[config.mk]
export PLATFORM = sky130hd
export DESIGN_NAME = stm_audio_tx_flat
export DESIGN_NICKNAME = d
export VERILOG_FILES = /design/src/rtl/stm_audio_tx_if.sv /design/src/rtl/stm_audio_tx.sv /design/src/flat_wrapper.sv
export SDC_FILE = /design/constraint.sdc
export NUM_CORES = 1
export LEC_CHECK = 0
export ABC_AREA = 1
export BUFFER_PORTS_ARGS = -buffer_cell sky130_fd_sc_hd__buf_2
export CORE_ASPECT_RATIO = 0.6
export CORE_MARGIN = 8
export CORE_UTILIZATION = 45
export CTS_CLUSTER_DIAMETER = 60
export DETAILED_ROUTE_END_ITERATION = 12
export PLACE_DENSITY = 0.69
export SLEW_MARGIN = 20
export SYNTH_ARGS = -nofsm -noshare
export SYNTH_HDL_FRONTEND = slang
export SYNTH_SLANG_ARGS = --single-unit
[constraint.sdc]
create_clock -name clk -period 2.5 [get_ports clk]
set_clock_uncertainty 0.2 [all_clocks]
set_input_delay 0.25 -clock clk [delete_from_list [all_inputs] [get_ports clk]]
set_output_delay 0.25 -clock clk [all_outputs]
set_load 0.02 [all_outputs]
[src/rtl/stm_audio_tx_if.sv]
// rtl/stm_audio_tx_if.sv - Audio_Controller pop port and STM32 GPIO handshake bundle
interface stm_audio_tx_if #(
    parameter int AW = 16
);
    logic          audio_in_available;
    logic [AW-1:0] left_channel_audio_in;
    logic [AW-1:0] right_channel_audio_in;
    logic          read_audio_in;
    logic [AW-1:0] stm_data;
    logic          stm_valid;
    logic          stm_ack;

    modport master (
        input  audio_in_available, left_channel_audio_in, right_channel_audio_in, stm_ack,
        output read_audio_in, stm_data, stm_valid
    );

    modport slave (
        output audio_in_available, left_channel_audio_in, right_channel_audio_in, stm_ack,
        input  read_audio_in, stm_data, stm_valid
    );
endinterface

[src/rtl/stm_audio_tx.sv]
// rtl/stm_audio_tx.sv - ADC drain, mono FIFO and 4-phase GPIO sender to STM32
// Optional STM_TX_TESTPAT_EN replaces audio with a push-advanced counter for link bring-up.
module stm_audio_tx #(
    parameter int AUDIO_WIDTH = 16,
    parameter int FIFO_DEPTH  = 8,
    parameter int CHANNEL_SEL = 2,
    parameter int ACK_TIMEOUT = 4096
) (
    input  logic                        clk,
    input  logic                        reset,
    stm_audio_tx_if.master              bus,
    output logic [$clog2(FIFO_DEPTH):0] fifo_level,
    output logic                        overflow,
    output logic                        ack_timeout
);
    localparam int AW = AUDIO_WIDTH;
    localparam int PW = $clog2(FIFO_DEPTH);
    localparam int TW = (ACK_TIMEOUT > 1) ? $clog2(ACK_TIMEOUT) : 1;
    localparam logic [TW-1:0] TLAST = (ACK_TIMEOUT > 0) ? TW'(ACK_TIMEOUT - 1) : '0;

    typedef enum logic [1:0] {IDLE, PRESENT, RELEASE} state_t;

    state_t        state, next_state;
    logic          read_q;
    logic          capture;
    logic [AW:0]   sum;
    logic [AW-1:0] mono;
    logic [AW-1:0] cap_word;
    logic [AW-1:0] push_word;
    logic [AW-1:0] mem [FIFO_DEPTH];
    logic [PW-1:0] wr_ptr, rd_ptr;
    logic [PW:0]   count;
    logic          full, empty, push, pop;
    logic          ack_m, ack_s;
    logic [TW-1:0] timer;
    logic          expired;
    logic          set_timeout;
    logic          stm_valid_q;
    logic [AW-1:0] stm_data_q;

    always_comb begin
        sum = {bus.left_channel_audio_in[AW-1], bus.left_channel_audio_in}
            + {bus.right_channel_audio_in[AW-1], bus.right_channel_audio_in};
        case (CHANNEL_SEL)
            0:       mono = bus.left_channel_audio_in;
            1:       mono = bus.right_channel_audio_in;
            default: mono = AW'(sum >> 1);
        endcase
    end

    // The pop strobe doubles as the push-attempt strobe one edge after the pair is taken.
    assign capture = bus.audio_in_available && !read_q;

    always_ff @(posedge clk or posedge reset) begin
        if (reset) begin
            read_q   <= 1'b0;
            cap_word <= '0;
        end else begin
            read_q <= capture;
            if (capture) cap_word <= mono;
        end
    end

    assign bus.read_audio_in = read_q;

`ifdef STM_TX_TESTPAT_EN
    logic [AW-1:0] pat_cnt;
    always_ff @(posedge clk or posedge reset) begin
        if (reset)     pat_cnt <= '0;
        else if (push) pat_cnt <= pat_cnt + 1'b1;
    end
    assign push_word = pat_cnt;
`else
    assign push_word = cap_word;
`endif

    assign full  = (count == (PW+1)'(FIFO_DEPTH));
    assign empty = (count == '0);
    assign push  = read_q && (!full || pop);

    always_ff @(posedge clk or posedge reset) begin
        if (reset) begin
            wr_ptr   <= '0;
            rd_ptr   <= '0;
            count    <= '0;
            overflow <= 1'b0;
        end else begin
            if (push) wr_ptr <= wr_ptr + 1'b1;
            if (pop)  rd_ptr <= rd_ptr + 1'b1;
            case ({push, pop})
                2'b10:   count <= count + 1'b1;
                2'b01:   count <= count - 1'b1;
                default: count <= count;
            endcase
            if (read_q && !push) overflow <= 1'b1;
        end
    end

    always_ff @(posedge clk) begin
        if (push) mem[wr_ptr] <= push_word;
    end

    assign fifo_level = count;

    always_ff @(posedge clk or posedge reset) begin
        if (reset) begin
            ack_m <= 1'b0;
            ack_s <= 1'b0;
        end else begin
            ack_m <= bus.stm_ack;
            ack_s <= ack_m;
        end
    end

    assign expired = (ACK_TIMEOUT != 0) && (timer == TLAST);

    always_ff @(posedge clk or posedge reset) begin
        if (reset) state <= IDLE;
        else       state <= next_state;
    end

    always_comb begin
        next_state = state;
        case (state)
            IDLE:    if (!empty)           next_state = PRESENT;
            PRESENT: if (ack_s || expired) next_state = RELEASE;
            RELEASE: if (!ack_s || expired) next_state = IDLE;
            default:                       next_state = IDLE;
        endcase
    end

    // An ack seen on the expiring cycle still counts as a clean handshake.
    always_comb begin
        pop         = 1'b0;
        set_timeout = 1'b0;
        case (state)
            IDLE:    pop         = !empty;
            PRESENT: set_timeout = !ack_s && expired;
            RELEASE: set_timeout = ack_s && expired;
            default: ;
        endcase
    end

    always_ff @(posedge clk or posedge reset) begin
        if (reset) begin
            timer       <= '0;
            stm_valid_q <= 1'b0;
            stm_data_q  <= '0;
            ack_timeout <= 1'b0;
        end else begin
            timer       <= (next_state != state) ? '0 : timer + 1'b1;
            stm_valid_q <= (next_state == PRESENT);
            if (pop)         stm_data_q  <= mem[rd_ptr];
            if (set_timeout) ack_timeout <= 1'b1;
        end
    end

    assign bus.stm_valid = stm_valid_q;
    assign bus.stm_data  = stm_data_q;
endmodule

[src/flat_wrapper.sv]
// flat-port wrapper written by rule: the top's interface ports become plain ports
module stm_audio_tx_flat 
#(
    parameter int AUDIO_WIDTH = 16,
    parameter int FIFO_DEPTH  = 8,
    parameter int CHANNEL_SEL = 2,
    parameter int ACK_TIMEOUT = 4096
)
  (clk, reset, fifo_level, overflow, ack_timeout, bus_audio_in_available, bus_left_channel_audio_in, bus_right_channel_audio_in, bus_stm_ack, bus_read_audio_in, bus_stm_data, bus_stm_valid);
  stm_audio_tx_if #(.AW((16))) bus_i ();
  input  logic clk;
  input  logic reset;
  output logic [$clog2(FIFO_DEPTH):0] fifo_level;
  output logic overflow;
  output logic ack_timeout;
  input wire logic [$bits(bus_i.audio_in_available)-1:0] bus_audio_in_available;
  input wire logic [$bits(bus_i.left_channel_audio_in)-1:0] bus_left_channel_audio_in;
  input wire logic [$bits(bus_i.right_channel_audio_in)-1:0] bus_right_channel_audio_in;
  input wire logic [$bits(bus_i.stm_ack)-1:0] bus_stm_ack;
  output wire logic [$bits(bus_i.read_audio_in)-1:0] bus_read_audio_in;
  output wire logic [$bits(bus_i.stm_data)-1:0] bus_stm_data;
  output wire logic [$bits(bus_i.stm_valid)-1:0] bus_stm_valid;
  assign bus_i.audio_in_available = bus_audio_in_available;
  assign bus_i.left_channel_audio_in = bus_left_channel_audio_in;
  assign bus_i.right_channel_audio_in = bus_right_channel_audio_in;
  assign bus_i.stm_ack = bus_stm_ack;
  assign bus_read_audio_in = bus_i.read_audio_in;
  assign bus_stm_data = bus_i.stm_data;
  assign bus_stm_valid = bus_i.stm_valid;
  stm_audio_tx #(.AUDIO_WIDTH(AUDIO_WIDTH), .FIFO_DEPTH(FIFO_DEPTH), .CHANNEL_SEL(CHANNEL_SEL), .ACK_TIMEOUT(ACK_TIMEOUT)) u_core (.clk(clk), .reset(reset), .bus(bus_i), .fifo_level(fifo_level), .overflow(overflow), .ack_timeout(ack_timeout));
endmodule
# Word level (Yosys, flattened, before mapping)
# Memories as Yosys holds them, arrays and structs flattened. A register that Yosys moved wholly into a read port is not among the register bits.
# Index checks and enable logic that the tools add are counted.
# W data, S select, Z words.
[totals]
ramBits = 128
output_inout_bits = 24
regBits = 46
mem_bits_ro = 0
latchBits = 0
elab_cells = 53
n_memories = 1
inputBits = 36
[op_classes]
n_div = 0
n_lt_le_gt_ge = 0
n_addsub = 6
shifts = 0
n_eq_ne = 8
n_mul = 0
n_reduce_logical = 16
mux = 10
n_bitwise = 0
[mem_list]
columns = ["name", "depth", "width", "read_ports", "rd_clocked_by_memory_dff", "write_ports", "line", "text"]
rows = [
  ["u_core.mem", 8, 16, 1, 1, 1, "stm_audio_tx.sv:30", "logic [AW-1:0] mem [FIFO_DEPTH];"],
]
[ops]
columns = ["cell", "n"]
rows = [
  ["$add A16 B16 Y17", 1],
  ["$add A12 B1 Y12 const B", 1],
  ["$eq A12 B12 Y1 const B", 1],
  ["$mux W12", 1],
  ["$pmux W4 S2", 1],
  ["$add A3 B1 Y3 const B", 2],
  ["$eq A2 B1 Y1 const B", 3],
  ["$mux W2", 3],
  ["$pmux W2 S3", 1],
  ["$logic_and A1 B1 Y1", 5],
  ["$logic_not A1 Y1", 5],
  ["$add A4 B1 Y4 const B", 1],
  ["$eq A2 B2 Y1 const B", 2],
  ["$eq A4 B4 Y1 const B", 1],
  ["$logic_not A4 Y1", 1],
  ["$sub A4 B1 Y4 const B", 1],
  ["$logic_or A1 B1 Y1", 3],
  ["$mux W1", 3],
  ["$logic_not A2 Y1", 1],
  ["$ne A2 B2 Y1", 1],
  ["$pmux W1 S2", 1],
  ["$reduce_bool A2 Y1", 1],
]

# Depth between registers and ports, before layout
# Gate-level depths: netlist (run 1).
[depth]
depth_word = 7
ltp_mapped = 13
depth_no_buf = 13

# Least setup slack after synthesis (run 1)
# Ideal clock, no wire load.
[synth_timing]
kind = "reg-to-reg"
from = "reg u_core.state[0]"
to = "mem u_core.mem[4][0] (enable)"
arrival_time_ns = 1.932
path_stages_with_launch = 8
slack_ns = -0.020
path_buffers = 0
required_ns = 1.912
synth_period_minus_slack_ns = 2.520
setup_ns = 0.388
path_cell_list = "dfrtp_1 -> inv_1 -> ha_1 -> inv_1 -> nand4_1 -> nand2_1 -> or2_2 -> nor2_1"
[synth_between]
elab_chain_cells = 6
[synth_rtl]
columns = ["item", "line", "text"]
rows = [
  ["start: declaration", "stm_audio_tx.sv:23", "state_t state, next_state;"],
  ["start signal: assignment", "stm_audio_tx.sv:119", "else state <= next_state;"],
  ["$logic_not A2 Y1", "stm_audio_tx.sv:136", "case (state)"],
  ["$mux W1", "stm_audio_tx.sv:136", ""],
  ["$logic_or A1 B1 Y1", "stm_audio_tx.sv:79", "assign push = read_q && (!full || pop);"],
  ["$logic_and A1 B1 Y1", "stm_audio_tx.sv:79", ""],
  ["$mux W1", "stm_audio_tx.sv:100", "if (push) mem[wr_ptr] <= push_word;"],
  ["$mux W1 (implied by the code)", "stm_audio_tx.sv:100", ""],
  ["end: declaration", "stm_audio_tx.sv:30", ""],
]
# Every way passes these cells.

# Final worst setup path (run 1)
[layout_timing]
from = "reg u_core.state[0]"
to = "mem u_core.mem[4][2] (enable)"
# Same word-level chain as after synthesis.

==> results.toml, run 1 <==
[setup_path]
critical_path_class = "register to register"
cp.arrival_ps = 2220
start_kind = "register"
crit_required_ps = 2410
cp_max_fo = 16
end_kind = "register"

[synthesis]
yosysWarningCount = 0
synth_ff_type = "edfxtp_1"
yosysSeqAreaShare_pct = 64.13
synth.top_cell.area_share_pct = 45.69
syn_area_um2 = 8413
yosys_register_bits = 190
async_flop_share_pct = 32.63
synth_edf_count = 128
syn-num-nets = 832
synth_top_area_cell = "edfxtp_1"
synthDistinctLibCells = 34
syn_avg_cell_area_um2 = 10.93
synth.area.top_cells = "edfxtp_1, dfrtp_1, nand2_1"
post_synth_inst_count = 770

[route]
drc = 0
drt-total-wl_um = 18420
route.vias.total = 5706
ant_nets = 0
drt-initial-drc-count = 451
drt-vias-per-instance = 5.235
wire_per_inst_um = 16.90
firstDrtPassIters = 5

[placed_design]
placed_area_um2 = 9046
dp_hpwl_um = 12520
port_buffers = 59
gp_congestion = 0.8228

[clock_network]
htree_num_levels = 4
cts.clk_slew.worst_paths_ps = 70
insertion_delay_ps = 430
clock-sinks = 190
clk_path_buf_depth = 2
cts_tree = "built"
post_cts_buffers = 0
cts_root_buf = "clkbuf_16"
cts-buffers-inserted = 17

[die]
ioPinCount = 60
core_region_area_um2 = 18210
die_w_um = 192.5
die-area_um2 = 23470
die_h_um = 121.9
initial_utilization_pct = 46.20
rows = 38

[hold_path]
hold_class = "primary input to register"

[sta]
min_period_ps = 2310
relSlewSlack_pct = 64.85
rsz0062_at_grt = "no"
max_freq_mhz = 432.9
hold_violations = 0
tns_ps = 0
worstMarginPinSlew_ps = 526.7
maxSlewViolCount = 0
report.final.setup_viol = 0
finalCritPeriodShare_pct = 92.41

[grt]
met3_usage_pct = 4.737
grt_usage_pct = 16.36
grt_max_degree = 43
grt_pass1_vias = 5477
grt-busiest-layer = "met1"
grtUsageMet2_pct = 21.67
antenna_found_initial = 0
grt_first_pass_wirelength_um = 29580
gr-usage-met1_pct = 25.26
overflow = 0

[finish]
n_fill_cell = 1559
syn2layout_area_growth_pct = 14.93
design_area_um2 = 9669
final_common_cell = "nand2_1"
fin_util_pct = 53.10
final_cell_mix = "nand2_1, edfxtp_1, nor2_1"
antenna_cells = 0
drive_gt1_share_pct = 15.76
fin_nets = 899

[run]
drv_cap = 0

[run_status]
status = "finished clean"

[pwr]
ir_worst_vdd_uv = 593.6
power_density_nw_per_um2 = 1134
p_leak_nw = 3.940
-- repair_timing --
item | CTS | global route
gates resized for setup | 0 | 1
endpoints found under the setup margin | 0 | 1
hold buffers | 2 | 0
hold endpoints to repair | 21 | 0
-- routing by layer --
layer,part of all wire (%),vias up
met5,0,-
met4,1.1,0
met3,6.9,11
met2,39,182
met1,53,2696
li1,-,2817
-- critical path, stage by stage (launching register included) --
cell and delay [ps]:
dfrtp_1 410, inv_1 140, ha_1 200, inv_1 80, nand4_1 120, nand2_1 90, or2_2 340, nor2_1 130
buf_4 280
-- worst paths after layout --
kind | startpoint | endpoint | slack [ps] | depth (start not counted)
min in group asynchronous | reset | u_core.cap_word[11] | 200 | 3
hold reg to reg | u_core.ack_m | u_core.ack_s | 170 | 0
max in group asynchronous | reset | u_core.bus.stm_data[13] | 1290 | 4
setup reg to reg | u_core.state[0] | u_core.mem[4][2] | 190 | 8
setup / recovery | u_core.state[0] | u_core.mem[4][2] | 190 | 8
hold / removal | bus_audio_in_available | u_core.bus.read_audio_in | 60 | 4
-- metrics by stage --
| step | setup slack [ps] | instances | hold slack (ps) | total power, mW |
|---|---|---|---|---|
| final | 189.8 | 1090 | 56.91 | 10.96 |
| after global routing | 11.81 | 1090 | 61.39 | 11.67 |
| after CTS | 188.4 | 1090 | 40.35 | 11.05 |
| after detailed placement | 212.2 | 1056 | 115.4 | 8.300 |
| after global placement | 314.3 | 1056 | 108.9 | 8.179 |
| after floorplan | -20.07 | 770 | 81.43 | 7.048 |
-- report_power, final --
group	switching (mW)	internal, mW	leakage (nW)	total (mW)
Clock	1.12	1.62	0.297	2.74
Sequential	0.397	4.04	1.94	4.43
Combinational	2.58	1.20	1.70	3.78
-- area by class of cell --
cell class                      count  area, µm²  area share [%]
Clock buffer                       21      460.4           4.762
Clock inverter                     11      140.1           1.449
Inverter                           51      191.4           1.980
Multi-Input combinational cell    498       2694           27.86
Sequential cell                   190       5395           55.80
Tap cell                          240      300.3           3.106
Timing Repair Buffer               79      488.0           5.047
-- cell usage after synthesis (all sizes together), types with 2 or more instances --
master and n:
edfxtp 128, nand2 141, ha 24, o22ai 16
nand4 5, clkbuf 20, nand3 29, nor3 3
o221ai 16, dfrtp 62, fa 2, a21oi 21
nor2 109, or2 4, inv 51, o211ai 16
o21bai 8, xnor2 6, o21ai 79, xor2 14
buf 11
-- sequential cells by signal, summed over array words and instances, names as in the netlist --
signal and count:
u_core.rd_ptr 3, u_core.bus.read_audio_in 1, u_core.ack_timeout 1, u_core.state 2
u_core.bus.stm_valid 1, u_core.mem 128, u_core.cap_word 16, u_core.ack_s 1
u_core.overflow 1, u_core.wr_ptr 3, u_core.timer 12, u_core.ack_m 1
u_core.fifo_level 4, u_core.bus.stm_data 16
-- logic make-up after synthesis --
| kind of cell | synth area share [%] |
|---|---|
| AO/OA/AOI/OAI | 11.02 |
| flip-flops | 64.13 |
| XOR/XNOR | 2.082 |
| adder cells (fa/ha/maj) | 4.045 |
| AND/OR/NAND/NOR | 14.84 |
| buffers and inverters | 3.881 |
No activity file was read; power rests on OpenSTA's default activity.
==> run 2, diff against run 1 <==
--- a/config.mk
+++ b/config.mk
@@ -10,10 +10,11 @@
 export CORE_ASPECT_RATIO = 0.6
 export CORE_MARGIN = 8
 export CORE_UTILIZATION = 45
+export CTS_BUF_LIST = sky130_fd_sc_hd__clkbuf_4 sky130_fd_sc_hd__clkbuf_8
 export CTS_CLUSTER_DIAMETER = 60
 export DETAILED_ROUTE_END_ITERATION = 12
 export PLACE_DENSITY = 0.69
-export SLEW_MARGIN = 20
+export SLEW_MARGIN = 10
 export SYNTH_ARGS = -nofsm -noshare
 export SYNTH_HDL_FRONTEND = slang
 export SYNTH_SLANG_ARGS = --single-unit
==> results.toml, run 2 (same netlist as run 1, synthesis figures left out) <==
[run_status]
status = "finished clean"

[clock_network]
cts_root_buf = "clkbuf_8"
clock-sinks = 190
htree_num_levels = 4
cts_tree = "built"
clk_path_buf_depth = 2
post_cts_buffers = 0
cts-buffers-inserted = 17
insertion_delay_ps = 460
cts.clk_slew.worst_paths_ps = 90

[finish]
antenna_cells = 0
instances_no_fill = 1092
largest_reg_flops = 128
syn2layout_area_growth_pct = 12.98
drive_gt1_share_pct = 15.96
fin_nets = 901
top_register = "u_core.mem"
n_fill_cell = 1587
final_common_cell = "nand2_1"
final_cell_mix = "nand2_1, edfxtp_1, nor2_1"

[pwr]
total_power_mw = 10.32
power_density_nw_per_um2 = 1086
p_leak_nw = 3.868
ir_worst_vdd_uv = 455.3

[setup_path]
cp_max_fo = 16
start_kind = "register"
cp.arrival_ps = 2260
reg2reg_to = "u_core.mem[4][13]"
reg2reg_depth = 8
crit_required_ps = 2450
crit-reg2reg-launch = "u_core.state[0]"
reg2reg_slack_ps = 180
end_kind = "register"
critical_path_class = "register to register"

[sta]
relSlewSlack_pct = 65.26
max_freq_mhz = 431.5
maxSlewViolCount = 0
rsz0062_at_grt = "no"
report.final.setup_viol = 0
min_period_ps = 2317
worstMarginPinSlew_ps = 520.5
hold_violations = 0
finalCritPeriodShare_pct = 92.69

[grt]
grt_usage_pct = 16.22
grt_pass1_vias = 5456
antenna_found_initial = 0
grt_max_degree = 43
grt-busiest-layer = "met1"
grt_first_pass_wirelength_um = 29380
grtUsageMet2_pct = 21.49
met3_usage_pct = 4.110
gr-usage-met1_pct = 25.09
overflow = 0

[route]
drt-vias-per-instance = 5.222
drt-initial-drc-count = 394
ant_nets = 0
drc = 0
wire_per_inst_um = 16.87
drt-total-wl_um = 18420
firstDrtPassIters = 5
route.vias.total = 5702

[die]
rows = 38
ioPinCount = 60
initial_utilization_pct = 46.20
die-area_um2 = 23470
die_w_um = 192.5
core_region_area_um2 = 18210
die_h_um = 121.9

[placed_design]
gp_congestion = 0.8228
dp_hpwl_um = 12520
port_buffers = 59
dp.cells = 1056

[hold_path]
hold_depth = 4
hold_end = "u_core.cap_word[0]"
hold_class = "primary input to register"
min-delay-start = "bus_right_channel_audio_in[1]"

[run]
drv_cap = 0
[run 2: worst max path at each step]
stage,start,endpoint,slack (ps),cells after the start
6_report,u_core.state[0],u_core.mem[4][13],180,8
5_1_grt,u_core.state[0],u_core.fifo_level[3],1,11
4_1_cts,u_core.state[0],u_core.mem[4][13],180,8
3_5_place_dp,u_core.state[0],u_core.mem[4][8],210,8
3_3_place_gp,u_core.state[0],u_core.fifo_level[3],310,11
2_1_floorplan,u_core.state[0],u_core.mem[4][0],-20,7
[run 2: layout make-up]
class | count | area, µm² | share of cell area, %
tap | 240 | 300.3 | 3.159
timing repair buffer | 81 | 508.0 | 5.344
clock buffer | 21 | 276.5 | 2.909
clock inverter | 11 | 140.1 | 1.474
inverter | 51 | 191.4 | 2.014
multi-input combinational | 498 | 2694 | 28.34
sequential | 190 | 5395 | 56.76
[run 2: layer usage]
metal | up-vias | wire (µm)
met2 | 192 | 7089
met4 | 0 | 239
met1 | 2676 | 9711
li1 | 2817 | -
met5 | - | 0
met3 | 17 | 1380
[run 2: repair_timing]
action | in CTS | in global routing
gates resized for setup | 0 | 1
setup endpoints to repair | 0 | 1
hold buffers | 4 | 0
endpoints found under the hold margin | 23 | 0
[run 2: report_power, final]
group,switching [mW],internal [mW],total [mW]
Sequential,0.398,4.03,4.43
Clock,1.04,1.06,2.10
Combinational,2.59,1.21,3.79
[run 2: stage by stage]
step / instance area, µm² / setup TNS, ps / utilization (%) / hold slack, ps / setup WS, ps
after floorplan: 8413 / -1285 / - / 81.43 / -20.07
after global placement: 9046 / 0 / 49.68 / 108.9 / 314.3
after detailed placement: 9046 / 0 / 49.68 / 115.4 / 212.2
after CTS: 9503 / 0 / 52.19 / 7.663 / 181.9
after global routing: 9505 / 0 / 52.20 / 29.73 / 1.025
final: 9505 / 0 / 52.20 / 48.18 / 182.7
[run 2: critical path: stages (launching register included)]
cell	delay, ps
dfrtp_1	420
inv_1	140
ha_1	200
inv_1	80
nand4_1	120
nand2_1	90
or2_2	340
nor2_1	140
buf_4	280
